$ cat config.mk
export PLATFORM = sky130hd
export DESIGN_NAME = step_clk_ctrl_flat
export DESIGN_NICKNAME = d
export VERILOG_FILES = /design/src/rtl/step_clk_ctrl_if.sv /design/src/rtl/step_clk_ctrl.sv /design/src/flat_wrapper.sv
export SDC_FILE = /design/constraint.sdc
export NUM_CORES = 1
export LEC_CHECK = 0
export CAP_MARGIN = 10
export CORE_MARGIN = 3
export CORE_UTILIZATION = 30
export DETAILED_ROUTE_END_ITERATION = 6
export PLACE_DENSITY_LB_ADDON = 0.3
export SLEW_MARGIN = 0
export SYNTH_ARGS = -nofsm -noshare
export SYNTH_HDL_FRONTEND = slang
export SYNTH_SLANG_ARGS = --single-unit
export TNS_END_PERCENT = 5
$ cat constraint.sdc
create_clock -name CLK_in -period 6.1 [get_ports CLK_in]
set_input_delay 0.61 -clock CLK_in [delete_from_list [all_inputs] [get_ports CLK_in]]
set_output_delay 0.61 -clock CLK_in [all_outputs]
set_load 0.02 [all_outputs]
$ cat src/rtl/step_clk_ctrl_if.sv
// Control/status bundle for the step/run clock-enable controller.
// The master side drives the mode and button inputs; the slave side returns the enable and status.
interface step_clk_ctrl_if;
  logic [1:0]  mode;
  logic        step_btn;
  logic        halt_req;
  logic        cnt_clr;
  logic        cpu_en;
  logic        halted;
  logic [1:0]  state;
  logic [31:0] cycle_cnt;

  modport master (
    output mode, step_btn, halt_req, cnt_clr,
    input  cpu_en, halted, state, cycle_cnt
  );

  modport slave (
    input  mode, step_btn, halt_req, cnt_clr,
    output cpu_en, halted, state, cycle_cnt
  );
endinterface

$ cat src/rtl/step_clk_ctrl.sv
// Run/halt/single-step CPU clock-enable generator with pulse counter.
// Optional step-button debounce is enabled by defining STEP_DEBOUNCE_EN.
module step_clk_ctrl #(
  parameter int unsigned DIV_N      = 10,
  parameter int unsigned DEB_CYCLES = 16
) (
  input  logic            CLK_in,
  input  logic            rst_n,
  step_clk_ctrl_if.slave  bus
);

  typedef enum logic [1:0] {
    ST_HALT      = 2'b00,
    ST_RUN       = 2'b01,
    ST_STEP_HOLD = 2'b10
  } state_e;

  localparam logic [31:0] DIV_LAST = 32'(DIV_N - 32'd1);

  state_e      state_r;
  logic        cpu_en_r;
  logic        halted_r;
  logic [31:0] cycle_cnt_r;
  logic [31:0] div_cnt_r;
  logic        sync1_r;
  logic        sync2_r;
  logic        press_s;
  logic [1:0]  mode_eff_s;

  // Two-flop synchronizer for the raw button level
  always_ff @(posedge CLK_in or negedge rst_n) begin
    if (!rst_n) begin
      sync1_r <= 1'b0;
      sync2_r <= 1'b0;
    end else begin
      sync1_r <= bus.step_btn;
      sync2_r <= sync1_r;
    end
  end

`ifdef STEP_DEBOUNCE_EN
  localparam logic [31:0] DEB_FULL = 32'(DEB_CYCLES);
  localparam logic [31:0] DEB_LAST = 32'(DEB_CYCLES - 32'd1);

  logic [31:0] deb_cnt_r;

  // Counts consecutive high samples; saturates so one press fires only once
  always_ff @(posedge CLK_in or negedge rst_n) begin
    if (!rst_n) begin
      deb_cnt_r <= 32'd0;
    end else if (!sync2_r) begin
      deb_cnt_r <= 32'd0;
    end else if (deb_cnt_r != DEB_FULL) begin
      deb_cnt_r <= deb_cnt_r + 32'd1;
    end
  end

  assign press_s = sync2_r && (deb_cnt_r == DEB_LAST);
`else
  logic prev_r;

  // Previous synchronized level for rising-edge detection
  always_ff @(posedge CLK_in or negedge rst_n) begin
    if (!rst_n) begin
      prev_r <= 1'b0;
    end else begin
      prev_r <= sync2_r;
    end
  end

  assign press_s = sync2_r & ~prev_r;
`endif

  // Reserved mode 11 behaves as halt
  always_comb begin
    mode_eff_s = bus.mode;
    if (bus.mode == 2'b11) begin
      mode_eff_s = 2'b00;
    end else begin
      mode_eff_s = bus.mode;
    end
  end

  // Main FSM with registered enable and run divider
  always_ff @(posedge CLK_in or negedge rst_n) begin
    if (!rst_n) begin
      state_r   <= ST_HALT;
      cpu_en_r  <= 1'b0;
      div_cnt_r <= 32'd0;
    end else begin
      case (state_r)
        ST_HALT: begin
          div_cnt_r <= 32'd0;
          if (mode_eff_s == 2'b01 && !halted_r) begin
            state_r  <= ST_RUN;
            cpu_en_r <= 1'b0;
          end else if (mode_eff_s == 2'b10 && press_s) begin
            state_r  <= ST_STEP_HOLD;
            cpu_en_r <= 1'b1;
          end else begin
            cpu_en_r <= 1'b0;
          end
        end
        ST_RUN: begin
          // A stop request wins over a tick falling due in the same cycle
          if (mode_eff_s != 2'b01 || bus.halt_req) begin
            state_r   <= ST_HALT;
            cpu_en_r  <= 1'b0;
            div_cnt_r <= 32'd0;
          end else if (div_cnt_r == DIV_LAST) begin
            cpu_en_r  <= 1'b1;
            div_cnt_r <= 32'd0;
          end else begin
            cpu_en_r  <= 1'b0;
            div_cnt_r <= div_cnt_r + 32'd1;
          end
        end
        ST_STEP_HOLD: begin
          cpu_en_r <= 1'b0;
          if (!sync2_r) begin
            state_r <= ST_HALT;
          end else begin
            state_r <= ST_STEP_HOLD;
          end
        end
        default: begin
          state_r   <= ST_HALT;
          cpu_en_r  <= 1'b0;
          div_cnt_r <= 32'd0;
        end
      endcase
    end
  end

  // Sticky halt flag: set when halt_req ends run mode, cleared only in halt mode
  always_ff @(posedge CLK_in or negedge rst_n) begin
    if (!rst_n) begin
      halted_r <= 1'b0;
    end else if (state_r == ST_RUN && bus.halt_req) begin
      halted_r <= 1'b1;
    end else if (mode_eff_s == 2'b00) begin
      halted_r <= 1'b0;
    end
  end

  // Pulse counter; clear has priority over increment
  always_ff @(posedge CLK_in or negedge rst_n) begin
    if (!rst_n) begin
      cycle_cnt_r <= 32'd0;
    end else if (bus.cnt_clr) begin
      cycle_cnt_r <= 32'd0;
    end else if (cpu_en_r) begin
      cycle_cnt_r <= cycle_cnt_r + 32'd1;
    end
  end

  assign bus.cpu_en    = cpu_en_r;
  assign bus.halted    = halted_r;
  assign bus.state     = state_r;
  assign bus.cycle_cnt = cycle_cnt_r;

endmodule

$ cat src/flat_wrapper.sv
// flat-port wrapper written by rule: the top's interface ports become plain ports
module step_clk_ctrl_flat 
#(
  parameter int unsigned DIV_N      = 10,
  parameter int unsigned DEB_CYCLES = 16
)
  (CLK_in, rst_n, bus_mode, bus_step_btn, bus_halt_req, bus_cnt_clr, bus_cpu_en, bus_halted, bus_state, bus_cycle_cnt);
  step_clk_ctrl_if bus_i ();
  input  logic CLK_in;
  input  logic rst_n;
  input wire logic [$bits(bus_i.mode)-1:0] bus_mode;
  input wire logic [$bits(bus_i.step_btn)-1:0] bus_step_btn;
  input wire logic [$bits(bus_i.halt_req)-1:0] bus_halt_req;
  input wire logic [$bits(bus_i.cnt_clr)-1:0] bus_cnt_clr;
  output wire logic [$bits(bus_i.cpu_en)-1:0] bus_cpu_en;
  output wire logic [$bits(bus_i.halted)-1:0] bus_halted;
  output wire logic [$bits(bus_i.state)-1:0] bus_state;
  output wire logic [$bits(bus_i.cycle_cnt)-1:0] bus_cycle_cnt;
  assign bus_i.mode = bus_mode;
  assign bus_i.step_btn = bus_step_btn;
  assign bus_i.halt_req = bus_halt_req;
  assign bus_i.cnt_clr = bus_cnt_clr;
  assign bus_cpu_en = bus_i.cpu_en;
  assign bus_halted = bus_i.halted;
  assign bus_state = bus_i.state;
  assign bus_cycle_cnt = bus_i.cycle_cnt;
  step_clk_ctrl #(.DIV_N(DIV_N), .DEB_CYCLES(DEB_CYCLES)) u_core (.CLK_in(CLK_in), .rst_n(rst_n), .bus(bus_i));
endmodule
==> metrics.md, run 1 <==
| Metric | Value |
|---|---|
| Status | `completed` |
| Mux cell area share after synthesis | `2.49%` |
| Largest fanout on the critical path | `39` |
| P&R area growth vs syn | `21.3%` |
| CTS H-tree lvls | `3` |
| RSZ-0062 raised after global routing | `false` |
| Crit path launch type | `primary input` |
| MaxCap Viol Count | `0` |
| Yosys Warn Count | `0` |
| Synth Register Bits | `71` |
| First-pass GRT wire length | `roughly 16000 µm` |
| Io pins | `43` |
| Final setup fails | `0` |
| Initial Utilization | `30.9%` |
| Vias in the first global route | `3238` |
| Post-synthesis cell count | `roughly 420` |
| Core ar. | `12700 µm²` |
| Setup_tns | `0 ps` |
| Largest net degree at the start of global routing | `72` |
| Routed len/inst | `15.3 µm` |
| CTS tree | `yes` |
| Cell Area, Synth | `3930 µm²` |
| Crit Path Category | `in2reg` |
| Combinational share of power | `around 3.7%` |
| Max Root-Sink Buffers | `2` |
| Post-route ant nets | `0` |
| Worst VDD drop | `approximately 0.00011 V` |
| Pint | `0.795 mW` |
| Fin area | `4760 µm²` |
| Slew headroom | `22.1%` |
| EDFF count, synth | `0` |
| Detailed Place HPWL | `6470 µm` |
| Hold Crit Class | `reg2reg` |
| Clock Skew | `5.79 ps` |
| P per Cell Area | `~210 nW/µm²` |
| Clock transition at path regs | `60 ps` |
| Total Routing Usage GR | `between 10% and 20%` |
| LEAKAGE | `1.77 nW` |
| CP Capture Type | `flop` |
| Largest family of logic cells by synthesized area | `simple AND/OR/NAND/NOR gates` |
| Top FF cell, synth | `dfrtp_1` |
| Die width | `120 µm` |
| Fin. Hold Viols | `0` |
| Post-CTS Setup Repair Bufs | `0` |
| Via count | `approximately 3400` |
| Buffers added on ports | `42` |
| Worst-Skew Late Latency | `320 ps` |
| Tcrit/Tclk final | `40.1%` |
| Die area | `~14000 µm²` |
| Layout cell share with drive strength beyond 1 | `about 6%` |
| Clock Power Share | `49.2%` |
| Clk sinks | `71` |
| Post-cts sizing count | `0` |
| Seq pwr share | `a little under half` |
| CTS buffer count | `9` |
| # hold bufs at CTS | `0` |
| Xor-xnor portion of the synthesized cell area | `3.57%` |
| Die Ht | `120 µm` |
| Drt pass-1 iters | `4` |
| Initial antenna violation count | `0` |
| ANT cells | `0` |
| Seq/Total Area, Yosys | `45.3%` |
| DRC errors left | `0` |
| Global route overflow | `0` |
| Cell variety after synth | `42` |
| Switch share | `21.7%` |
| Area post-placement | `~4500 µm²` |
| Tmin final | `2450 ps` |
| Adder-Cell Fraction of Synth Area | `1.59%` |
| Routed vias/inst | `5.46` |
| Syn nets | `430` |
| Max Freq | `slightly above 0.4 GHz` |
| Compound-cell area share of the yosys netlist | `roughly 15%` |
| Avg Cell Area, Syn | `9.39 µm²` |
| R2r setup slk | `about 3800 ps` |
| Max Slew Vio Count | `0` |
| Clock root buffer | `clkbuf_16` |
| Final wirelength | `9590 µm` |
| Starting DRT DRC Count | `213` |
| Ys async rst share | `100%` |
| Worst Max-Slew Pin Slew | `1170 ps` |
| Critical path data arrival time | `2690 ps` |
| Net Switching | `~0.22 mW` |
| Routability cong. | `between 0.7 and 0.8` |
| Worst EP required | `6340 ps` |
| Nets@finish | `461` |
| Simple-gate area share of the yosys netlist | `28.4%` |
| # rows | `41` |
==> per-stage QoR <==
stage	worst slack (ps)	utilization (%)	cells	hold slack, ps	total power [mW]
global route	3510	37.4	626	396	1.06
CTS	3680	37.4	626	383	1.03
finish	3650	37.4	626	374	1.02
detailed placement	3350	35.2	610	369	0.526
floorplan	4030	-	418	314	0.503
global placement	3400	35.2	610	337	0.525
==> synthesized netlist by cell type (13+ instances only) <==
cell / n / area (µm²)
nand2_1: 24 / 90.1
nand3_1: 19 / 95.1
dfrtp_1: 71 / 1780
or4_1: 20 / 150
a22oi_1: 16 / 120
nor2_1: 19 / 71.3
and4_1: 13 / 114
o21ai_0: 21 / 105
a21oi_1: 30 / 150
nand4_1: 21 / 131
or3_1: 16 / 100
o31ai_1: 19 / 143
clkbuf_1: 22 / 82.6
==> worst paths after layout <==
check                                                 from                              endpoint  cells past startpoint
max in group asynchronous                            rst_n      u_core.div_cnt_r[23]$_DFFE_PN0N_                      2
setup / recovery                               bus_cnt_clr  u_core.bus.cycle_cnt[24]$_DFFE_PN0P_                      6
hold reg to reg                   u_core.sync1_r$_DFF_PN0_              u_core.sync2_r$_DFF_PN0_                      0
hold / removal                    u_core.sync1_r$_DFF_PN0_              u_core.sync2_r$_DFF_PN0_                      0
min in group asynchronous                            rst_n  u_core.bus.cycle_cnt[10]$_DFFE_PN0P_                      2
setup reg to reg           u_core.bus.state[1]$_DFFE_PN0P_      u_core.div_cnt_r[21]$_DFFE_PN0N_                      4
==> cell type report <==
type                       instances  area (µm²)
fill                            1331        7960
multi-input combinational        311        2000
sequential                        71        1780
timing repair buffer              45         438
clock buffer                      14         274
tap                              172         215
inverter                          11        41.3
clock inverter                     2        13.8
==> logic make-up (layout without fill, tap and decap cells) <==
family,after synthesis,after routing
and+or+nand+nor,186,186
DFF,71,71
AOI/OAI and AO/OA,95,95
adders and majority gates,5,5
buffers and inverters,36,72
muxes,9,9
xor gates and xnor gates,16,16
==> cells in the final DEF, fill, tap and decap left out, types with 4 or more instances in the layout <==
| cell type | Yosys | final |
|---|---|---|
| a21oi_1 | 30 | 30 |
| a22oi_1 | 16 | 16 |
| and2_1 | 4 | 4 |
| and3_1 | 11 | 11 |
| and4_1 | 13 | 13 |
| clkbuf_16 | 0 | 9 |
| clkdlybuf4s50_1 | 0 | 41 |
| dfrtp_1 | 71 | 71 |
| ha_1 | 5 | 5 |
| inv_1 | 11 | 11 |
| mux2_2 | 6 | 6 |
| nand2_1 | 24 | 24 |
| nand2b_1 | 4 | 4 |
| nand3_1 | 19 | 19 |
| nand4_1 | 21 | 21 |
| nor2_1 | 19 | 19 |
| nor2b_1 | 5 | 5 |
| nor3_1 | 8 | 8 |
| nor4_1 | 12 | 12 |
| o21ai_0 | 21 | 21 |
| o31ai_1 | 19 | 19 |
| or3_1 | 16 | 16 |
| or4_1 | 20 | 20 |
| xnor2_1 | 8 | 8 |
| xor2_1 | 8 | 8 |
==> state kept, by name (all words and copies together), names as in the netlist <==
signal	flops
u_core.bus.cycle_cnt	32
u_core.bus.halted	1
u_core.sync2_r	1
u_core.prev_r	1
u_core.bus.state	2
u_core.sync1_r	1
u_core.bus.cpu_en	1
u_core.div_cnt_r	32
==> power groups by stage <==
stage	combinational [mW]	sequential [mW]	clock (mW)
finish	0.0378	0.478	0.499
CTS	0.0391	0.478	0.516
detailed placement	0.0392	0.486	0
global route	0.0427	0.479	0.535
global placement	0.0384	0.486	0
floorplan	0.0152	0.487	0
==> critical path, cell delays in order <==
cell and delay (ps):
clkdlybuf4s50_1 460, buf_4 360, or2_2 270, nand3_1 280, or4_1 540, a21oi_1 160
==> layer usage <==
layer,GRT usage (%),up-vias,share of wire [%]
met3,3.04,5,3.2
met2,22.7,53,51
li1,-,1672,-
met4,3.68,0,0.54
met5,0,-,0
met1,17.9,1690,46
Note: power is estimated with default switching activity, not from simulation.
==> run 2: changes to the inputs <==
==> constraint.sdc (replaced) <==
create_clock -name CLK_in -period 2.1 [get_ports CLK_in]
set_input_delay 0.21 -clock CLK_in [delete_from_list [all_inputs] [get_ports CLK_in]]
set_output_delay 0.21 -clock CLK_in [all_outputs]
set_load 0.02 [all_outputs]
==> run 2 against run 1 <==
Against the previous run:
- register-to-register slack lost 3600 ps
- die area unchanged
- via count up 5.5%
- total power rose to 3.0 times the previous value
- flip-flop and latch count unchanged
- non-clock buffer count increased by 35
- sequential share of layout area shrank 2.2 points
- critical path depth unchanged
- sequential power grew to 2.9 times the previous value
- clock-buffer cell count fell by 4
==> metrics.md, run 2 (synthesis gave the netlist of run 1 again) <==
| Metric | Value |
|---|---|
| Inst Count DP | `644 (+5.6%)` |
| Max Freq | `0.507 GHz` |
| Total Routing Usage GR | `14.4% (+0.82 points)` |
| Clock root buffer | `clkbuf_16` |
| Via count | `3607 (+5.5%)` |
| Most common cell after layout, fill and taps aside | `dfrtp_1` |
| MaxCap Viol Count | `0 (unchanged)` |
| Nets@finish | `496 (+7.6%)` |
| Max Root-Sink Buffers | `2 (unchanged)` |
| Max Slew Vio Count | `0 (unchanged)` |
| Largest net degree at the start of global routing | `72 (unchanged)` |
| Initial Utilization | `30.9% (unchanged)` |
| Slowest CP cell | `or4_4` |
| Final wirelength | `10300 µm (+7.1%)` |
| Initial antenna violation count | `0 (unchanged)` |
| Routed len/inst | `15.6 µm (+1.6%)` |
| CTS tree | `yes` |
| CTS buffer count | `9 (unchanged)` |
| CP Capture Type | `flop` |
| Layout cell share with drive strength beyond 1 | `13.7% (+7.6 points)` |
| Crit path launch type | `flop` |
| Drt pass-1 iters | `4 (unchanged)` |
| Clk sinks | `71 (unchanged)` |
| Final setup fails | `0 (unchanged)` |
| Buffers added on ports | `42 (unchanged)` |
| ANT cells | `0 (unchanged)` |
| Status | `completed` |
| Routability cong. | `0.831 (+4.3%)` |
| Detailed Place HPWL | `7100 µm (+9.7%)` |
| Critical path, cell by cell | `ha_1 -> nand2_1 -> or4_4 -> buf_4 -> or3_1 -> a22oi_1` |
| Worst VDD drop | `0.000387 V (+270%)` |
| Largest fanout on the critical path | `13 (-67%)` |
| Vias in the first global route | `3443 (+6.3%)` |
| Starting DRT DRC Count | `350 (+64%)` |
| Clock Skew | `6.70 ps (+0.912 ps)` |
| Fin. Hold Viols | `0 (unchanged)` |
| Fin util | `39.8% (+2.3 points)` |
| Cell Count, Final, Fillers Out | `660 (+5.4%)` |
| Worst EP required | `2350 ps (-3990 ps)` |
| Tot Pwr | `3.03 mW (+200%)` |
| Worst Max-Slew Pin Slew | `475 ps (-693 ps)` |
| Post-route ant nets | `0 (unchanged)` |
| Die area | `14500 µm² (unchanged)` |
| Slew headroom | `68.0% (+46 points)` |
| Critical path data arrival time | `2230 ps (-460 ps)` |
| Commonest cells after routing, fill and taps aside | `dfrtp_1, clkdlybuf4s50_1, buf_4` |
| Core ar. | `12700 µm² (unchanged)` |
| Die width | `120 µm (unchanged)` |
| LEAKAGE | `1.95 nW (+10%)` |
| Worst-Skew Late Latency | `340 ps (+20 ps)` |
| First-pass GRT wire length | `17100 µm (+4.3%)` |
| Tcrit/Tclk final | `93.9%` |
| RSZ-0062 raised after global routing | `true` |
| Delay of the slowest cell on the worst path | `580 ps (+40 ps)` |
| Global route overflow | `0 (unchanged)` |
| Crit Path Category | `reg2reg` |
| Clock transition at path regs | `60 ps (about the same)` |
| Fin area | `5060 µm² (+6.2%)` |
| Die Ht | `120 µm (unchanged)` |
| P per Cell Area | `600 nW/µm² (+180%)` |
| P&R area growth vs syn | `28.9%` |
| Routed vias/inst | `5.47 (about the same)` |
| DRC errors left | `0 (unchanged)` |
| # rows | `41 (unchanged)` |
| Post-CTS Setup Repair Bufs | `0 (unchanged)` |
| Area post-placement | `4740 µm² (+6.0%)` |
| Hold Crit Class | `in2reg` |
| CTS H-tree lvls | `3 (unchanged)` |
| Tmin final | `1970 ps` |
| Io pins | `43 (unchanged)` |
| Setup_tns | `0 ps (unchanged)` |
[run 2: final timing paths]
check                                                      from                              endpoint  slack, ps  depth (start not counted)
worst max register to register  u_core.div_cnt_r[1]$_DFFE_PN0N_      u_core.div_cnt_r[16]$_DFFE_PN0N_        130                          6
worst min register to register         u_core.sync1_r$_DFF_PN0_              u_core.sync2_r$_DFF_PN0_        350                          0
min in group asynchronous                                 rst_n  u_core.bus.cycle_cnt[11]$_DFFE_PN0P_        420                          3
max in group asynchronous                                 rst_n       u_core.div_cnt_r[7]$_DFFE_PN0N_       1350                          3
worst max-delay path            u_core.div_cnt_r[1]$_DFFE_PN0N_      u_core.div_cnt_r[16]$_DFFE_PN0N_        130                          6
worst min-delay path                               bus_step_btn              u_core.sync1_r$_DFF_PN0_        310                          1
[run 2: what timing repair did]
item | 4_1_cts | 5_1_grt
hold buffers | 1 | 0
endpoints found under the hold margin | 71 | 0
resized for setup | 0 | 4
setup endpoints to repair | 0 | 14
[run 2: power by group]
part / total, mW / switching, mW / internal [mW]
logic: 0.132 / 0.0829 / 0.0492
registers: 1.38 / 0.00531 / 1.38
clock network: 1.52 / 0.576 / 0.944
total: 3.03 / 0.664 / 2.37
[run 2: cell type report]
cell class / count / area, µm²
multi-input cells: 311 / 2010
inverters: 11 / 41.3
fillers: 1292 / 7660
clock buffers: 10 / 239
clock inverters: 5 / 58.8
well taps: 172 / 215
repair buffers: 80 / 716
flip-flops and latches: 71 / 1780
[run 2: layer usage]
layer	vias up	part of all wire, %	global-route usage [%]
li1	1722	-	-
met1	1765	45	19.1
met2	98	47	22.9
met3	22	5.2	3.84
met4	0	2.0	4.82
met5	-	0	0
[run 2: through the flow]
step	hold slack (ps)	worst slack, ps
3_3_place_gp	271	122
2_1_floorplan	-85.6	27.9
5_1_grt	299	-21.6
4_1_cts	299	45.8
6_report	308	128
3_5_place_dp	271	60.5
[run 2: critical path: cells and delay by family, from the launching register on]
family / cells / cell delay (ps)
simple gates: 3 / 980
fa+ha+maj: 1 / 180
flops: 1 / 360
compound gates: 1 / 160
buf+inv: 1 / 200
